### config.mk
export PLATFORM = sky130hd
export DESIGN_NAME = hex_display_scheduler_flat
export DESIGN_NICKNAME = d
export VERILOG_FILES = /design/src/rtl/seg7_pkg.sv /design/src/rtl/hex_display_scheduler_if.sv /design/src/rtl/seg7_decode.sv /design/src/rtl/hex_display_scheduler.sv /design/src/flat_wrapper.sv
export SDC_FILE = /design/constraint.sdc
export NUM_CORES = 1
export LEC_CHECK = 0
export BUFFER_PORTS_ARGS = -buffer_cell sky130_fd_sc_hd__buf_2
export CORE_ASPECT_RATIO = 0.8
export CORE_MARGIN = 2
export CORE_UTILIZATION = 35
export CTS_CLUSTER_DIAMETER = 30
export DETAILED_ROUTE_END_ITERATION = 6
export SYNTH_ARGS = -nofsm -noshare
export SYNTH_HDL_FRONTEND = slang
export SYNTH_SLANG_ARGS = --single-unit
### constraint.sdc
create_clock -name clk -period 4.31 [get_ports clk]
set_input_delay 0.431 -clock clk [delete_from_list [all_inputs] [get_ports clk]]
set_output_delay 0.431 -clock clk [all_outputs]
set_load 0.01 [all_outputs]
### src/rtl/seg7_pkg.sv
// Shared definitions for the HEX display path: active-low segment codes,
// scheduler state encoding, digit-count limits and the nibble decode function.
package seg7_pkg;

  // Largest number of displays a scheduler instance may drive.
  localparam int MAX_DIGITS = 8;
  // Width of the digit index counter, sized for MAX_DIGITS.
  localparam int IDX_W      = 3;

  // Active-low segment patterns, bit0=a ... bit6=g.
  localparam logic [6:0] SEG_0     = 7'h40;
  localparam logic [6:0] SEG_1     = 7'h79;
  localparam logic [6:0] SEG_2     = 7'h24;
  localparam logic [6:0] SEG_3     = 7'h30;
  localparam logic [6:0] SEG_4     = 7'h19;
  localparam logic [6:0] SEG_5     = 7'h12;
  localparam logic [6:0] SEG_6     = 7'h02;
  localparam logic [6:0] SEG_7     = 7'h78;
  localparam logic [6:0] SEG_8     = 7'h00;
  localparam logic [6:0] SEG_9     = 7'h10;
  localparam logic [6:0] SEG_A     = 7'h08;
  localparam logic [6:0] SEG_B     = 7'h03;
  localparam logic [6:0] SEG_C     = 7'h46;
  localparam logic [6:0] SEG_D     = 7'h21;
  localparam logic [6:0] SEG_E     = 7'h06;
  localparam logic [6:0] SEG_F     = 7'h0E;
  localparam logic [6:0] SEG_BLANK = 7'h7F;

  // Scheduler states; encoding is fixed so debug probes can read it directly.
  typedef enum logic [1:0] {
    ST_IDLE   = 2'd0,
    ST_ISSUE  = 2'd1,
    ST_FLUSH  = 2'd2,
    ST_COMMIT = 2'd3
  } state_e;

  // Map a hex nibble onto its active-low seven-segment pattern.
  function automatic logic [6:0] seg7_code(input logic [3:0] nib);
    logic [6:0] code;
    case (nib)
      4'h0:    code = SEG_0;
      4'h1:    code = SEG_1;
      4'h2:    code = SEG_2;
      4'h3:    code = SEG_3;
      4'h4:    code = SEG_4;
      4'h5:    code = SEG_5;
      4'h6:    code = SEG_6;
      4'h7:    code = SEG_7;
      4'h8:    code = SEG_8;
      4'h9:    code = SEG_9;
      4'hA:    code = SEG_A;
      4'hB:    code = SEG_B;
      4'hC:    code = SEG_C;
      4'hD:    code = SEG_D;
      4'hE:    code = SEG_E;
      4'hF:    code = SEG_F;
      default: code = SEG_BLANK;
    endcase
    return code;
  endfunction

endpackage

### src/rtl/hex_display_scheduler_if.sv
// Value-in / segments-out bundle between the datapath and the display scheduler.
// The master side presents values; the slave side is the scheduler.
interface hex_display_scheduler_if #(
  parameter int N_DIGITS = 8
);

  logic                  in_valid;
  logic                  in_ready;
  logic [4*N_DIGITS-1:0] in_value;
  logic                  blank_lz;
  logic                  busy;
  logic                  done;
  logic [7*N_DIGITS-1:0] hex_o;

  modport master (
    output in_valid,
    output in_value,
    output blank_lz,
    input  in_ready,
    input  busy,
    input  done,
    input  hex_o
  );

  modport slave (
    input  in_valid,
    input  in_value,
    input  blank_lz,
    output in_ready,
    output busy,
    output done,
    output hex_o
  );

endinterface

### src/rtl/seg7_decode.sv
// Shared nibble-to-seven-segment decoder with one register stage.
// The output reflects the nibble presented on the previous clock edge.
module seg7_decode
  import seg7_pkg::*;
(
  input  logic       clk,
  input  logic [3:0] nibble_i,
  output logic [6:0] seg_o
);

  logic [6:0] seg_q;

  // Register the decoded pattern; consumers track the one-cycle latency.
  always_ff @(posedge clk) begin
    seg_q <= seg7_code(nibble_i);
  end

  assign seg_o = seg_q;

endmodule

### src/rtl/hex_display_scheduler.sv
// Time-multiplexes one seven-segment decoder across N_DIGITS HEX displays.
// Nibbles are decoded one per cycle into staging registers; all displays are
// then updated in a single cycle so a partially converted value never shows.
module hex_display_scheduler
  import seg7_pkg::*;
#(
  parameter int N_DIGITS = 8
) (
  input  logic                    clk,
  input  logic                    rst_n,
  hex_display_scheduler_if.slave  bus
);

  localparam logic [IDX_W-1:0] LAST_IDX = IDX_W'(N_DIGITS - 1);

  // Scheduler state and captured request.
  state_e                state_q;
  logic [IDX_W-1:0]      idx_q;
  logic [IDX_W-1:0]      idx_d_q;     // index of the nibble now leaving the decoder
  logic                  wb_q;        // decoder output is a valid write-back this cycle
  logic [4*N_DIGITS-1:0] value_q;
  logic                  blank_lz_q;

  // Registered outputs.
  logic                  in_ready_q;
  logic                  busy_q;
  logic                  done_q;
  logic [7*N_DIGITS-1:0] hex_q;

  // Staging registers and their next-state values.
  logic [6:0]            stage_q [N_DIGITS];
  logic [6:0]            stage_d [N_DIGITS];

  // Decoder interface and commit-side combinational values.
  logic [3:0]            nib_s;
  logic [6:0]            dec_s;
  logic [N_DIGITS-1:0]   blank_s;
  logic                  lz_run_s;
  logic [7*N_DIGITS-1:0] hex_d;

  // Select the nibble addressed by the issue index.
  always_comb begin
    nib_s = 4'(value_q >> {idx_q, 2'b00});
  end

  seg7_decode u_decode (
    .clk      (clk),
    .nibble_i (nib_s),
    .seg_o    (dec_s)
  );

  // Route the decoder write-back into the staging slot it belongs to.
  always_comb begin
    for (int i = 0; i < N_DIGITS; i++) begin
      if (wb_q && (idx_d_q == IDX_W'(i))) begin
        stage_d[i] = dec_s;
      end else begin
        stage_d[i] = stage_q[i];
      end
    end
  end

  // Build the leading-zero blank mask from the captured value, scanning down
  // from the most significant nibble; display 0 always stays visible.
  always_comb begin
    lz_run_s = 1'b1;
    blank_s  = '0;
    for (int i = N_DIGITS - 1; i >= 0; i--) begin
      lz_run_s   = lz_run_s & (value_q[4*i +: 4] == 4'h0);
      blank_s[i] = blank_lz_q & lz_run_s & (i != 0);
    end
  end

  // Assemble the committed display word from the staging values that will be
  // present after this edge, so the final write-back and commit coincide.
  always_comb begin
    hex_d = {N_DIGITS{SEG_BLANK}};
    for (int i = 0; i < N_DIGITS; i++) begin
      if (blank_s[i]) begin
        hex_d[7*i +: 7] = SEG_BLANK;
      end else begin
        hex_d[7*i +: 7] = stage_d[i];
      end
    end
  end

  // Staging register bank, cleared to blank on reset.
  always_ff @(posedge clk or negedge rst_n) begin
    if (!rst_n) begin
      for (int i = 0; i < N_DIGITS; i++) begin
        stage_q[i] <= SEG_BLANK;
      end
    end else begin
      for (int i = 0; i < N_DIGITS; i++) begin
        stage_q[i] <= stage_d[i];
      end
    end
  end

  // Scheduler FSM: issue sequencing, write-back tracking and registered outputs.
  always_ff @(posedge clk or negedge rst_n) begin
    if (!rst_n) begin
      state_q    <= ST_IDLE;
      idx_q      <= '0;
      idx_d_q    <= '0;
      wb_q       <= 1'b0;
      value_q    <= '0;
      blank_lz_q <= 1'b0;
      in_ready_q <= 1'b1;
      busy_q     <= 1'b0;
      done_q     <= 1'b0;
      hex_q      <= {N_DIGITS{SEG_BLANK}};
    end else begin
      case (state_q)
        ST_IDLE: begin
          wb_q   <= 1'b0;
          done_q <= 1'b0;
          if (bus.in_valid && in_ready_q) begin
            value_q    <= bus.in_value;
            blank_lz_q <= bus.blank_lz;
            idx_q      <= '0;
            in_ready_q <= 1'b0;
            busy_q     <= 1'b1;
            state_q    <= ST_ISSUE;
          end else begin
            in_ready_q <= 1'b1;
            busy_q     <= 1'b0;
          end
        end
        ST_ISSUE: begin
          idx_d_q <= idx_q;
          wb_q    <= 1'b1;
          if (idx_q == LAST_IDX) begin
            state_q <= ST_FLUSH;
          end else begin
            idx_q <= idx_q + IDX_W'(1);
          end
        end
        ST_FLUSH: begin
          // Last write-back lands this edge; hex_d already includes it.
          wb_q    <= 1'b0;
          hex_q   <= hex_d;
          done_q  <= 1'b1;
          state_q <= ST_COMMIT;
        end
        ST_COMMIT: begin
          done_q     <= 1'b0;
          busy_q     <= 1'b0;
          in_ready_q <= 1'b1;
          state_q    <= ST_IDLE;
        end
        default: begin
          wb_q       <= 1'b0;
          done_q     <= 1'b0;
          busy_q     <= 1'b0;
          in_ready_q <= 1'b1;
          state_q    <= ST_IDLE;
        end
      endcase
    end
  end

  assign bus.in_ready = in_ready_q;
  assign bus.busy     = busy_q;
  assign bus.done     = done_q;
  assign bus.hex_o    = hex_q;

endmodule
### src/flat_wrapper.sv
// flat-port wrapper written by rule: the top's interface ports become plain ports
module hex_display_scheduler_flat import seg7_pkg::*;
#(
  parameter int N_DIGITS = 8
)
  (clk, rst_n, bus_in_valid, bus_in_value, bus_blank_lz, bus_in_ready, bus_busy, bus_done, bus_hex_o);
  hex_display_scheduler_if #(.N_DIGITS(N_DIGITS)) bus_i ();
  input  logic clk;
  input  logic rst_n;
  input wire logic [$bits(bus_i.in_valid)-1:0] bus_in_valid;
  input wire logic [$bits(bus_i.in_value)-1:0] bus_in_value;
  input wire logic [$bits(bus_i.blank_lz)-1:0] bus_blank_lz;
  output wire logic [$bits(bus_i.in_ready)-1:0] bus_in_ready;
  output wire logic [$bits(bus_i.busy)-1:0] bus_busy;
  output wire logic [$bits(bus_i.done)-1:0] bus_done;
  output wire logic [$bits(bus_i.hex_o)-1:0] bus_hex_o;
  assign bus_i.in_valid = bus_in_valid;
  assign bus_i.in_value = bus_in_value;
  assign bus_i.blank_lz = bus_blank_lz;
  assign bus_in_ready = bus_i.in_ready;
  assign bus_busy = bus_i.busy;
  assign bus_done = bus_i.done;
  assign bus_hex_o = bus_i.hex_o;
  hex_display_scheduler #(.N_DIGITS(N_DIGITS)) u_core (.clk(clk), .rst_n(rst_n), .bus(bus_i));
endmodule
==> metrics.txt, run 1 <==
total power=7030 uW; cts hold-fix bufs=0; Gates resized, CTS repair=0; vias in the first global route=4542; final hold vios=0; Gate power share=0.355; Clk pwr share=0.207; clock sink count=164; iteration-0 DRC count of the detailed router=196; core footprint=19700 um2; die height=130 um; Startpoint Class=flop; routed vias/inst=4.84; global-route wire length before repair=24800 um; outcome=complete, no violations; fillers=1878; RSZ-0062 raised after global routing=false; critical path class=flop to flop; fin nets=654; CP arrival=3.07 ns; initial antenna violation count=0; Max Transition Viols Final=0; gp weighted congestion=0.766; Post-Synthesis Cell Area=6960 um2; Slew HR=0.296; Final period util=0.640; Hold Crit Class=primary input to asynchronous set/reset pin; layout cells sized above 1=0.538; sw frac=0.338; post-synthesis sequential area ratio=0.605; post-DP HPWL=10700 um; total die area=21000 um2; max cap viols=0; row count=46; NetSw=2370 uW; pwr dens=851 nW/um2; post-layout min period=2.76 ns; Synth Instances=512; CP Max Fanout=12; pre-CTS setup slack=1.56 ns; Area Growth Syn to Fin=18.8%; H-tree levels=4; Syn Nets=562; GRT Util Overall=0.155; Die Wd=162 um; Root Driver=clkbuf_16; IO Pins=95; number of library cell types mapped by synthesis=43; CTS buffer count=17; post-route design area=8260 um2; Pint=4650 uW; largest cells by area after synthesis=dfstp_2, dfrtp_1, mux2_2; Avg WL per Cell=17.5 um; post-route ant nets=0; Post-route DRC=0; Post-CTS Setup Bufs=0; Worst VDD drop=286 uV; via count=4246; count of input and output buffers=94; Routed WL=15300 um; Fmax=362 MHz; proportion of netlist area held by the largest area contributor=0.427; Avg Inst Size Synth=13.6 um2; Overflow after GRT=0; Starting Density=0.353; final worst slack=1.55 ns; drt pass-1 iters=4; Yosys Warn Count=0; # setup viols final=0; Reg clk slew, reported paths=0.06 ns; largest net degree at the start of global routing=119; ANT cells=0; Synth area leader=dfstp_2; Clock Skew=0.00650 ns; Lkg Pwr=0.00372 uW; TritonCTS clock tree=done; area of placed instances=7690 um2; worst-margin pin slew=1.06 ns; Yosys reg bits=164; clock buffer depth=2; TNS Setup=0 ns; CP Capture Type=flop; Clock Latency Late Sink=0.42 ns; Req. time, crit path=4.62 ns; Seq pwr share=0.438
-- cell usage in the layout, fill, tap and decap left out, drive strengths merged, types with 14 or more instances in the layout --
master	count
dfstp	113
buf	99
mux2	83
nor2	51
dfrtp	44
mux2i	32
inv	31
clkbuf	25
a31oi	15
o22a	14
ha	14
-- routing by layer --
| layer | up-vias | global-route usage | routed length (um) |
|---|---|---|---|
| met3 | 15 | 0.0375 | 689 |
| met2 | 97 | 0.246 | 7020 |
| met4 | 0 | 0.0583 | 225 |
| li1 | 1992 | - | - |
| met5 | - | 0 | 0 |
| met1 | 2142 | 0.210 | 7390 |
-- worst paths after layout --
path,startpoint,cells after the start,slack [ns],end
setup / recovery,u_core.idx_q[0],6,1.55,u_core.u_decode.seg_o[0]
max in group asynchronous,rst_n,2,2.97,u_core.stage_q[16]
hold reg to reg,u_core.bus.hex_o[25],2,0.48,u_core.bus.hex_o[25]
min in group clk,bus_in_value[0],2,0.24,u_core.value_q[0]
hold / removal,rst_n,1,0.14,u_core.value_q[18]
setup reg to reg,u_core.idx_q[0],6,1.55,u_core.u_decode.seg_o[0]
-- through the flow --
step	hold slack (ns)	cells	utilization
after global placement	0.466	849	0.391
after CTS	0.203	877	0.420
after detailed placement	0.474	849	0.391
after global routing	0.213	877	0.420
final	0.139	877	0.420
after floorplan	0.135	512	-
-- cell usage after synthesis, drive strengths merged --
master / count
nor3b: 3
nand4b: 3
clkinv: 1
nor3: 10
mux2: 83
inv: 31
o22a: 14
nand2: 8
a21o: 2
and4: 1
o32a: 1
o21ai: 3
xnor2: 1
a21oi: 11
o31ai: 2
or3: 1
nor4: 7
dfrtp: 44
a211oi: 7
nand4: 2
o2bb2ai: 1
mux4: 8
nand3: 4
and3: 1
dfstp: 113
nand2b: 1
clkbuf: 20
nor2b: 1
buf: 6
dfxtp: 7
and2: 1
a22o: 1
nor2: 51
a31oi: 15
ha: 14
mux2i: 32
a211o: 1
-- cells by family (layout without fill, tap and decap cells) --
group           after synthesis  after routing  synth area share
compound gates               58             58            0.0583
xor+xnor                      1              1           0.00126
fa+ha+maj                    14             14            0.0252
buf+inv                      58            159            0.0333
flops                       164            164             0.605
mux                         123            123             0.213
simple gates                 94             94            0.0644
-- worst max-delay path: stages (launching register included) --
cell     delay, ns
dfrtp_1       0.67
mux4_1        0.67
mux2i_1       0.42
inv_1         0.17
ha_1          0.28
and3_2        0.18
a211o_1       0.23
-- flip-flops by register name (all words and copies together) (netlist names), 2 cells and up --
signal and cells:
u_core.idx_q 3, u_core.stage_q 56, u_core.idx_d_q 3, u_core.state_q 2, u_core.u_decode.seg_o 7, u_core.bus.hex_o 56, u_core.value_q 32
-- cell type report --
| class | instances | area, um2 | share of cell area |
|---|---|---|---|
| flip-flops and latches | 164 | 4210 | 0.510 |
| multi-input cells | 290 | 2520 | 0.305 |
| clock buffers | 25 | 527 | 0.0637 |
| repair buffers | 99 | 514 | 0.0622 |
| well taps | 264 | 330 | 0.0400 |
| inverters | 32 | 120 | 0.0145 |
| clock inverters | 3 | 42.5 | 0.00515 |
-- power by group through the flow --
stage	combinational (uW)	clock (uW)	sequential, uW
3_5_place_dp	2500	0	3110
3_3_place_gp	2410	0	3080
2_1_floorplan	1720	0	3030
6_report	2490	1460	3080
5_1_grt	2760	1560	3190
4_1_cts	2510	1490	3090
Note: power is estimated with default switching activity, not from simulation.
==> run 2, diff against run 1 <==
- ABC_AREA: unset -> 1
- clock period: 4.31 -> 2.6 ns (I/O delays scaled with it)
==> metrics.txt, run 2 <==
iteration-0 DRC count of the detailed router=321; die height=132 um; gp weighted congestion=0.808; Worst Setup EP=u_core.u_decode.seg_o[3]; Clock Latency Late Sink=0.43 ns; global-route wire length before repair=27500 um; pwr dens=1430 nW/um2; reg-to-reg critical path startpoint=u_core.idx_q[1]; via count=5236; number of library cell types mapped by synthesis=34; largest net degree at the start of global routing=61; CP Cell Sequence=inv_1 -> nand3_1 -> nand3_1 -> nand2_1 -> inv_1 -> ha_1 -> nand3_1 -> nand2_1 -> nand2_1 -> nand2_1; Post-CTS Setup Bufs=0; Syn Nets=814; CP max stage delay=0.58 ns; worst-margin pin slew=0.701 ns; Root Driver=clkbuf_16; proportion of netlist area held by the largest area contributor=0.415; r2r worst-path depth=10; Post-synth EDFFs=0; ys flop type=dfstp_2; post-synthesis sequential area ratio=0.589; Synth Instances=764; Final period util=0.755; total die area=21600 um2; Starting Density=0.359; drt pass-1 iters=5; most common cell after layout, fill and taps aside=nand2_1; row count=46; Max Transition Viols Final=0; Reg clk slew, reported paths=0.06 ns; Crit Reg-Reg Endpoint=u_core.u_decode.seg_o[3]; Finished Layout Cells=1133; Yosys reg bits=164; pre-CTS setup slack=0.669 ns; Req. time, crit path=2.92 ns; post-DP HPWL=11500 um; core footprint=19900 um2; Overflow after GRT=0; Avg WL per Cell=14.8 um; CP arrival=2.28 ns; most frequent cell after synthesis=nand2_1; ANT cells=0; CP startpoint=u_core.idx_q[1]; crit-path most repeated cell=nand2_1; clock sink count=164; Worst VDD drop=468 uV; Die Wd=164 um; critical path class=flop to flop; # setup viols final=0; outcome=complete, no violations; worst-path cell with the longest stage delay=dfrtp_1; final hold vios=0; H-tree levels=4; IO Pins=95; largest cells by area after synthesis=dfstp_2, dfrtp_1, nand2_1; clock buffer depth=2; routed vias/inst=4.62; Area Growth Syn to Fin=18.5%; worst reg-to-reg setup slack=0.64 ns; Fmax=510 MHz; RSZ-0062 raised after global routing=false; CP delay by family, top=simple AND/OR/NAND/NOR gates; synth cell count leaders=nand2_1, nor2_1, dfstp_2; fin nets=906; Routed WL=16800 um; Post-Synthesis Cell Area=7150 um2; critical path depth=10; Avg Inst Size Synth=9.36 um2; post-route ant nets=0; Yosys Warn Count=0; max cap viols=0; initial antenna violation count=0; most frequent cells in the layout=nand2_1, nor2_1, dfstp_2, buf_2, inv_1; Slew HR=0.531; Synth area leader=dfstp_2; Lkg Pwr=0.00394 uW; layout cells sized above 1=0.334; count of input and output buffers=94; GRT Util Overall=0.162; Post-route DRC=0; Startpoint Class=flop; TNS Setup=0 ns; vias in the first global route=5157; CP Capture Type=flop; post-layout min period=1.96 ns; CTS buffer count=17; Clock Skew=0.00868 ns; final worst slack=0.638 ns; TritonCTS clock tree=done; ys async rst share=0.957; Hold Crit Class=primary input to flop; placed cell count=1100; WP buf/inv=2; CP Max Fanout=13
-- run 2: cell count changes after synthesis, moves of 33 or more --
cell     previous run  this run
nor2_1             51       128
o21ai_0             3        38
a21oi_1            11        59
mux2_2             83         8
nand2_1             8       149
inv_1              31        64
-- run 2: how the worst min path moves through the flow --
| stage | from | end | slack (ns) | cells past startpoint |
|---|---|---|---|---|
| finish | bus_in_value[15] | u_core.value_q[15] | 0.06 | 2 |
| global route | bus_in_value[15] | u_core.value_q[15] | 0.05 | 2 |
| CTS | bus_in_value[1] | u_core.value_q[1] | 0.05 | 2 |
| detailed placement | rst_n | u_core.bus.busy | 0.29 | 1 |
| global placement | rst_n | u_core.bus.busy | 0.29 | 1 |
| floorplan | rst_n | u_core.blank_lz_q | -0.04 | 0 |
-- run 2: through the flow --
| step | util | total power (uW) | hold slack, ns | cell area, um2 |
|---|---|---|---|---|
| final | 0.425 | 12100 | 0.0633 | 8470 |
| after global routing | 0.425 | 13000 | 0.0535 | 8470 |
| after CTS | 0.425 | 12200 | 0.0452 | 8470 |
| after detailed placement | 0.395 | 9640 | 0.292 | 7860 |
| after global placement | 0.395 | 9550 | 0.285 | 7860 |
| after floorplan | - | 8150 | -0.0356 | 7150 |
-- run 2: per-layer routing --
metal  vias up  wire, um  global-route usage
met4         0       253              0.0482
met2       115      7010               0.229
met3        20       958              0.0475
met5         -         0                   0
met1      2458      8560               0.240
li1       2643         -                   -
-- run 2: cell families (layout without fill, tap and decap cells) --
logic type      Yosys count  after routing  synth area share
compound gates          142            142             0.114
buf+inv                  97            202            0.0606
fa+ha+maj                14             14            0.0245
simple gates            339            339             0.200
mux                       8              8            0.0126
flops                   164            164             0.589
-- run 2: final cells by class --
class	instances	area (um2)
clock buffer	25	527
clock inverter	7	67.6
fill	2000	11400
inverter	67	251
multi-input combinational	503	2510
sequential	164	4210
tap	264	330
timing repair buffer	103	572
-- run 2: where the power goes --
part | internal, uW | switching [uW]
registers | 4310 | 547
clock network | 1500 | 1020
logic | 1670 | 3040
total | 7480 | 4600
-- run 2: timing repair --
| action | in CTS | in global routing |
|---|---|---|
| gates resized for setup | 0 | 0 |
| hold buffers | 1 | 0 |
| endpoints found under the hold margin | 26 | 0 |
-- run 2: worst reg2reg max path, cell delays in order, from the launching register on --
cell and delay (ns):
dfrtp_1 0.58, inv_1 0.21, nand3_1 0.15, nand3_1 0.08, nand2_1 0.19, inv_1 0.12, ha_1 0.23, nand3_1 0.12
nand2_1 0.07, nand2_1 0.06, nand2_1 0.05
